$ cat src/rtl/btn_press_classifier_pkg.sv
// -----------------------------------------------------------------------------
// btn_press_classifier_pkg
// Shared alarm-clock definitions for the button press classifier:
//   - FSM state encodings (BPC_IDLE / BPC_PRESSED / BPC_LONG_HELD)
//   - default timing constants (system clock rate, long-press and repeat times)
//   - ms_to_cycles(): converts a millisecond duration into clock cycles
// No ports; imported by the classifier, its edge detector and its checker.
// -----------------------------------------------------------------------------
package btn_press_classifier_pkg;

    // System clock frequency in Hz.
    localparam int CLK_HZ        = 32'sd100_000_000;
    // Time the button must stay down before the press counts as long.
    localparam int LONG_PRESS_MS = 32'sd1000;
    // Interval between auto-repeat events while the button stays down.
    localparam int REPEAT_MS     = 32'sd200;

    typedef enum logic [1:0] {
        BPC_IDLE      = 2'd0,
        BPC_PRESSED   = 2'd1,
        BPC_LONG_HELD = 2'd2
    } bpc_state_t;

    // Whole-millisecond duration to clock cycles at CLK_HZ.
    function automatic int ms_to_cycles(input int ms);
        return (CLK_HZ / 32'sd1000) * ms;
    endfunction

endpackage : btn_press_classifier_pkg

$ cat src/rtl/btn_press_classifier_chk.sv
// -----------------------------------------------------------------------------
// btn_press_classifier_chk
// Companion checker for btn_press_classifier. Rejects illegal parameter sets
// at elaboration and watches run-time invariants of the classifier.
// Ports (all inputs):
//   i_clk       clock
//   i_rst       synchronous, active-high reset
//   i_in_press  classifier state is not IDLE
//   i_btn       debounced button level
//   i_fall      falling edge from the edge detector
//   i_short     o_short_press of the classifier
//   i_long      o_long_press of the classifier
//   i_repeat    o_repeat of the classifier
// -----------------------------------------------------------------------------
module btn_press_classifier_chk #(
    parameter int LONG_CYCLES   = 8,
    parameter int REPEAT_CYCLES = 4,
    parameter int CNT_W         = 4
) (
    input logic i_clk,
    input logic i_rst,
    input logic i_in_press,
    input logic i_btn,
    input logic i_fall,
    input logic i_short,
    input logic i_long,
    input logic i_repeat
);

    localparam longint CNT_SPAN = 64'sd1 <<< CNT_W;

    if (LONG_CYCLES < 2) begin : g_bad_long
        $error("btn_press_classifier: LONG_CYCLES must be >= 2");
    end
    if (REPEAT_CYCLES < 1) begin : g_bad_repeat
        $error("btn_press_classifier: REPEAT_CYCLES must be >= 1");
    end
    if ((CNT_SPAN <= longint'(LONG_CYCLES)) || (CNT_SPAN <= longint'(REPEAT_CYCLES))) begin : g_bad_width
        $error("btn_press_classifier: CNT_W too narrow for LONG_CYCLES/REPEAT_CYCLES");
    end

    // Event pulses never coincide.
    a_pulse_excl: assert property (@(posedge i_clk) disable iff (i_rst)
        $onehot0({i_short, i_long, i_repeat}));

    // While a press is tracked the button was high last cycle, so a low
    // sample must coincide with a detected falling edge.
    a_release_is_fall: assert property (@(posedge i_clk) disable iff (i_rst)
        (i_in_press && !i_btn) |-> i_fall);

endmodule : btn_press_classifier_chk

$ cat src/rtl/btn_press_classifier_edge_detect.sv
// -----------------------------------------------------------------------------
// btn_press_classifier_edge_detect
// One-bit edge detector: keeps the previous sample of i_d in a register and
// flags rising and falling transitions combinationally against it. During
// reset the register is preloaded from the input, so a level that is already
// high when reset is released is not reported as a new rising edge.
// Reusable for the alarm-match and tick-strobe logic.
// Ports:
//   i_clk   in  1  clock
//   i_rst   in  1  synchronous, active-high reset (preloads from i_d)
//   i_d     in  1  sampled level, synchronous to i_clk
//   o_prev  out 1  i_d delayed by one cycle
//   o_rise  out 1  i_d & ~o_prev
//   o_fall  out 1  ~i_d & o_prev
// -----------------------------------------------------------------------------
module btn_press_classifier_edge_detect (
    input  logic i_clk,
    input  logic i_rst,
    input  logic i_d,
    output logic o_prev,
    output logic o_rise,
    output logic o_fall
);

    logic d_prev_r;

    // Previous-sample register; reset loads the live input rather than zero.
    always_ff @(posedge i_clk) begin
        if (i_rst) begin
            d_prev_r <= i_d;
        end else begin
            d_prev_r <= i_d;
        end
    end

    assign o_prev = d_prev_r;
    assign o_rise = i_d & ~d_prev_r;
    assign o_fall = ~i_d & d_prev_r;

endmodule : btn_press_classifier_edge_detect

$ cat src/rtl/btn_press_classifier.sv
// -----------------------------------------------------------------------------
// btn_press_classifier
// Classifies presses of one debounced button into short press, long press and
// auto-repeat events for the alarm control FSM. One instance per button.
//   - short  : released before LONG_CYCLES consecutive high samples
//   - long   : LONG_CYCLES-th consecutive high sample reached
//   - repeat : every further REPEAT_CYCLES high samples while still held
// All event outputs are registered one-cycle pulses appearing one cycle after
// the deciding input sample.
// Ports:
//   i_clk          in  1  system clock
//   i_rst          in  1  synchronous, active-high reset
//   i_stable_btn   in  1  debounced button level, synchronous to i_clk
//   o_short_press  out 1  short-press pulse
//   o_long_press   out 1  long-press pulse
//   o_repeat       out 1  auto-repeat pulse
//   o_held         out 1  level: a press is in progress
// -----------------------------------------------------------------------------
module btn_press_classifier
    import btn_press_classifier_pkg::*;
#(
    parameter int LONG_CYCLES   = ms_to_cycles(LONG_PRESS_MS),
    parameter int REPEAT_CYCLES = ms_to_cycles(REPEAT_MS),
    parameter int CNT_W         = 27
) (
    input  logic i_clk,
    input  logic i_rst,
    input  logic i_stable_btn,
    output logic o_short_press,
    output logic o_long_press,
    output logic o_repeat,
    output logic o_held
);

    localparam logic [CNT_W-1:0] CNT_ONE     = {{(CNT_W-1){1'b0}}, 1'b1};
    localparam logic [CNT_W-1:0] LONG_LAST   = CNT_W'(LONG_CYCLES - 1);
    localparam logic [CNT_W-1:0] REPEAT_LAST = CNT_W'(REPEAT_CYCLES - 1);

    bpc_state_t       state_r;
    logic [CNT_W-1:0] cnt_r;
    logic             short_r;
    logic             long_r;
    logic             repeat_r;
    logic             held_r;
    logic             btn_prev_s;
    logic             rise_s;
    logic             fall_s;

    btn_press_classifier_edge_detect u_edge (
        .i_clk  (i_clk),
        .i_rst  (i_rst),
        .i_d    (i_stable_btn),
        .o_prev (btn_prev_s),
        .o_rise (rise_s),
        .o_fall (fall_s)
    );

    // Press classification FSM with registered event pulses and held level.
    always_ff @(posedge i_clk) begin
        if (i_rst) begin
            state_r  <= BPC_IDLE;
            cnt_r    <= '0;
            short_r  <= 1'b0;
            long_r   <= 1'b0;
            repeat_r <= 1'b0;
            held_r   <= 1'b0;
        end else begin
            short_r  <= 1'b0;
            long_r   <= 1'b0;
            repeat_r <= 1'b0;
            case (state_r)
                BPC_IDLE: begin
                    // held_r lingers one cycle past the release sample, then
                    // follows the next rise (a re-press keeps it high).
                    held_r <= rise_s;
                    if (rise_s) begin
                        state_r <= BPC_PRESSED;
                        cnt_r   <= CNT_ONE;
                    end else begin
                        state_r <= BPC_IDLE;
                        cnt_r   <= '0;
                    end
                end
                BPC_PRESSED: begin
                    held_r <= 1'b1;
                    // Release wins even on the sample that would make it long.
                    if (!i_stable_btn) begin
                        short_r <= 1'b1;
                        state_r <= BPC_IDLE;
                        cnt_r   <= '0;
                    end else if (cnt_r == LONG_LAST) begin
                        long_r  <= 1'b1;
                        state_r <= BPC_LONG_HELD;
                        cnt_r   <= '0;
                    end else begin
                        state_r <= BPC_PRESSED;
                        cnt_r   <= cnt_r + CNT_ONE;
                    end
                end
                BPC_LONG_HELD: begin
                    held_r <= 1'b1;
                    if (!i_stable_btn) begin
                        state_r <= BPC_IDLE;
                        cnt_r   <= '0;
                    end else if (cnt_r == REPEAT_LAST) begin
                        repeat_r <= 1'b1;
                        state_r  <= BPC_LONG_HELD;
                        cnt_r    <= '0;
                    end else begin
                        state_r <= BPC_LONG_HELD;
                        cnt_r   <= cnt_r + CNT_ONE;
                    end
                end
                default: begin
                    state_r <= BPC_IDLE;
                    cnt_r   <= '0;
                    held_r  <= 1'b0;
                end
            endcase
        end
    end

    assign o_short_press = short_r;
    assign o_long_press  = long_r;
    assign o_repeat      = repeat_r;
    assign o_held        = held_r;

    btn_press_classifier_chk #(
        .LONG_CYCLES   (LONG_CYCLES),
        .REPEAT_CYCLES (REPEAT_CYCLES),
        .CNT_W         (CNT_W)
    ) u_chk (
        .i_clk      (i_clk),
        .i_rst      (i_rst),
        .i_in_press (state_r != BPC_IDLE),
        .i_btn      (i_stable_btn),
        .i_fall     (fall_s & btn_prev_s),
        .i_short    (short_r),
        .i_long     (long_r),
        .i_repeat   (repeat_r)
    );

endmodule : btn_press_classifier

$ cat config.mk
export PLATFORM = sky130hd
export DESIGN_NAME = btn_press_classifier
export DESIGN_NICKNAME = d
export VERILOG_FILES = /design/src/rtl/btn_press_classifier_pkg.sv /design/src/rtl/btn_press_classifier_chk.sv /design/src/rtl/btn_press_classifier_edge_detect.sv /design/src/rtl/btn_press_classifier.sv
export SDC_FILE = /design/constraint.sdc
export NUM_CORES = 1
export LEC_CHECK = 0
export CORE_ASPECT_RATIO = 0.6
export CORE_MARGIN = 2
export CORE_UTILIZATION = 50
export DETAILED_ROUTE_END_ITERATION = 6
export HOLD_SLACK_MARGIN = 0.08
export PLACE_DENSITY_LB_ADDON = 0.15
export SYNTH_ARGS = -nofsm -noshare
export SYNTH_HDL_FRONTEND = slang
export SYNTH_SLANG_ARGS = --single-unit
$ cat constraint.sdc
create_clock -name i_clk -period 2.2 [get_ports i_clk]
set_clock_uncertainty 0.05 [all_clocks]
set_input_delay 0.22 -clock i_clk [delete_from_list [all_inputs] [get_ports i_clk]]
set_output_delay 0.22 -clock i_clk [all_outputs]
set_load 0.005 [all_outputs]
==> flow_summary.json <==
{
  "status": "finished, final reports clean",
  "htree_num_levels": 2,
  "synthTopCellsByArea": "dfxtp_1 (40%), a22oi_1 (5.3%), a21oi_1 (4.1%)",
  "cts_sinks": 34,
  "synth_fp_nets": 195,
  "synth_most_common_cell": "dfxtp_1",
  "yosysWarnings": 0,
  "drtIter0Drc": 93,
  "drv_slew": 0,
  "p_per_area_nw_per_um2": 573,
  "synth_common_cells": "dfxtp_1 (34), a21oi_1 (14), a22oi_1 (12), nand2_1 (12), nand4_1 (11)",
  "multi_input_area_sq_um": 950,
  "min_path_type": "primary input to flop",
  "p_leak_nw": 0.616,
  "clkSlewWorstSetupHoldPaths_ps": 70,
  "dp_hpwl_mm": 2.80,
  "viasPerCell": 5.93,
  "cp.buffers_inverters": 1,
  "seq_area_frac_synth_pct": 39.9,
  "crit_arrival_ps": 2210,
  "start_kind": "flop",
  "drc": 0,
  "synth-seq-cells": 34,
  "dieArea_sq_um": 3910,
  "clock_latency_ps": 280,
  "grt_pass1_vias": 1385,
  "ioPinCount": 7,
  "placed_cell_area_sq_um": 1880,
  "rsz0062_at_grt": "no",
  "rows": 16,
  "cts_made_buffers": 5,
  "die_x_um": 79.5,
  "vias": 1470,
  "relSlewSlack_pct": 69.4,
  "drive_gt1_share_pct": 10.8,
  "crit_family": "simple AND/OR/NAND/NOR gates",
  "crit_type": "flop to flop",
  "cts_tree": "yes",
  "ys_types": 35,
  "gr-usage-all-layers_pct": 22.0,
  "fin_crit_sh_pct": 95.5,
  "final_cells": 248,
  "fin_setup_tns_ps": 0,
  "final_nets": 210,
  "fp.coreArea_sq_um": 3260,
  "tightest_slew_ps": 455,
  "finalWirelength_mm": 3.95,
  "crit_path_max_incr_delay_ps": 540,
  "synth_area_sq_um": 1710,
  "fmax_mhz": 476,
  "die_y_um": 49.3,
  "grt_pass1_wl_mm": 6.63,
  "cp_cell_sequence": "or4_1, or4_4, o2111ai_4, buf_12, a22oi_1",
  "synth_top_flop_cell": "dfxtp_1",
  "design_area_sq_um": 1980,
  "post-cts-setup-buffers": 0,
  "layout_setup_ws_ps": 99.1,
  "fin_crit_ps": 2100,
  "n_antenna_cell": 0,
  "ant_nets": 0,
  "irDropWorstVdd_uv": 308,
  "dr.pass1.iters": 4,
  "hold_violations": 0,
  "antenna_found_initial": 0,
  "critPathMaxFanout": 27,
  "maxCapViolations": 0,
  "clockBufferDepth": 2,
  "synth_area_leader_cell": "dfxtp_1",
  "clockRootBuffer": "clkbuf_8",
  "initial_core_util_pct": 52.3,
  "syn_inst": 187,
  "numPlacedInstances": 240,
  "gp_congestion": 0.876,
  "wl_per_cell_um": 15.9,
  "endpoint_kind": "flop",
  "yosysTopAreaCellShare_pct": 39.9,
  "grt_max_degree": 28,
  "synth_edf_count": 0,
  "grt_overflow": 0,
  "required_ps": 2310,
  "io_buffer_count": 6,
  "cts-hold-fix-buffers": 0,
  "cts_resized": 0,
  "synth.avg_cell_area_sq_um": 9.13,
  "seq_area_sq_um": 681,
  "area_growth_pct": 15.7,
  "fill_cells": 297,
  "worst_path_max_delay_cell": "or4_4",
  "finalSetupViolCount": 0,
  "pre_cts_slack_ps": 104,
  "async_reset_ff_share_pct": 0
}
-- flip-flops by register name, indices dropped and copies added, names as in the netlist --
| signal | count |
|---|---|
| state_r | 2 |
| cnt_r | 27 |
| o_long_press | 1 |
| o_held | 1 |
| o_repeat | 1 |
| o_short_press | 1 |
| u_edge.o_prev | 1 |
-- cell usage in the layout (no fill, tap or decap), drive strengths merged, types with 2 or more instances in the layout --
cell and count:
and2 2, inv 6, dfxtp 34, a22oi 12, clkbuf 7, or4 10, or3 4, nand3 8
and3 5, nor3 4, clkdlybuf4s50 6, o211ai 2, xor2 8, a21oi 14, nor2b 2, nand2 12
and4 6, nor2 3, xnor2 5, o21ai 4, buf 12, o31ai 8, o2111ai 2, nor4 2
ha 5, o21a 3, nand4 11
-- metal layers --
layer  share of wire, %  vias to the layer above  track usage, %
li1                   -                      744               -
met1                 52                      692            31.8
met4               0.73                        0            6.61
met5                  0                        -               0
met2                 43                       30            31.5
met3                4.9                        4            6.11
-- report_power, final --
part,leakage (nW),total [mW],switching [mW],internal [mW]
Combinational,0.293,0.0312,0.0158,0.0154
Clock,0.0482,0.478,0.226,0.253
Sequential,0.275,0.622,0.00219,0.620
Total,0.616,1.13,0.244,0.888
-- metrics by stage --
| step | utilization (%) | hold slack [ps] | total power, mW |
|---|---|---|---|
| floorplan | - | 198 | 0.651 |
| finish | 60.5 | 422 | 1.13 |
| global placement | 57.7 | 434 | 0.666 |
| CTS | 60.5 | 416 | 1.14 |
| detailed placement | 57.7 | 457 | 0.667 |
| global route | 60.5 | 440 | 1.17 |
-- final timing paths --
check | startpoint | end | slack, ps | depth (start not counted)
hold reg to reg | cnt_r[19] | cnt_r[19] | 470 | 2
hold / removal | i_stable_btn | u_edge.o_prev | 420 | 1
setup / recovery | cnt_r[14] | cnt_r[17] | 100 | 5
setup reg to reg | cnt_r[14] | cnt_r[17] | 100 | 5
-- cells by family (layout without fill, tap and decap cells) --
logic type	Yosys count	after routing	share of synthesized area, %
flops	34	34	39.9
compound gates	46	46	19.0
simple gates	73	73	26.2
xor+xnor	13	13	6.67
buf+inv	16	32	4.54
fa+ha+maj	5	5	3.66
-- layout make-up --
type / instances / area share (%)
multi-input cells: 137 / 48.1
flip-flops and latches: 34 / 34.5
repair buffers: 18 / 8.87
clock buffers: 7 / 4.37
well taps: 45 / 2.85
inverters: 6 / 1.14
clock inverters: 1 / 0.253
(Power assumes the default switching activity.)
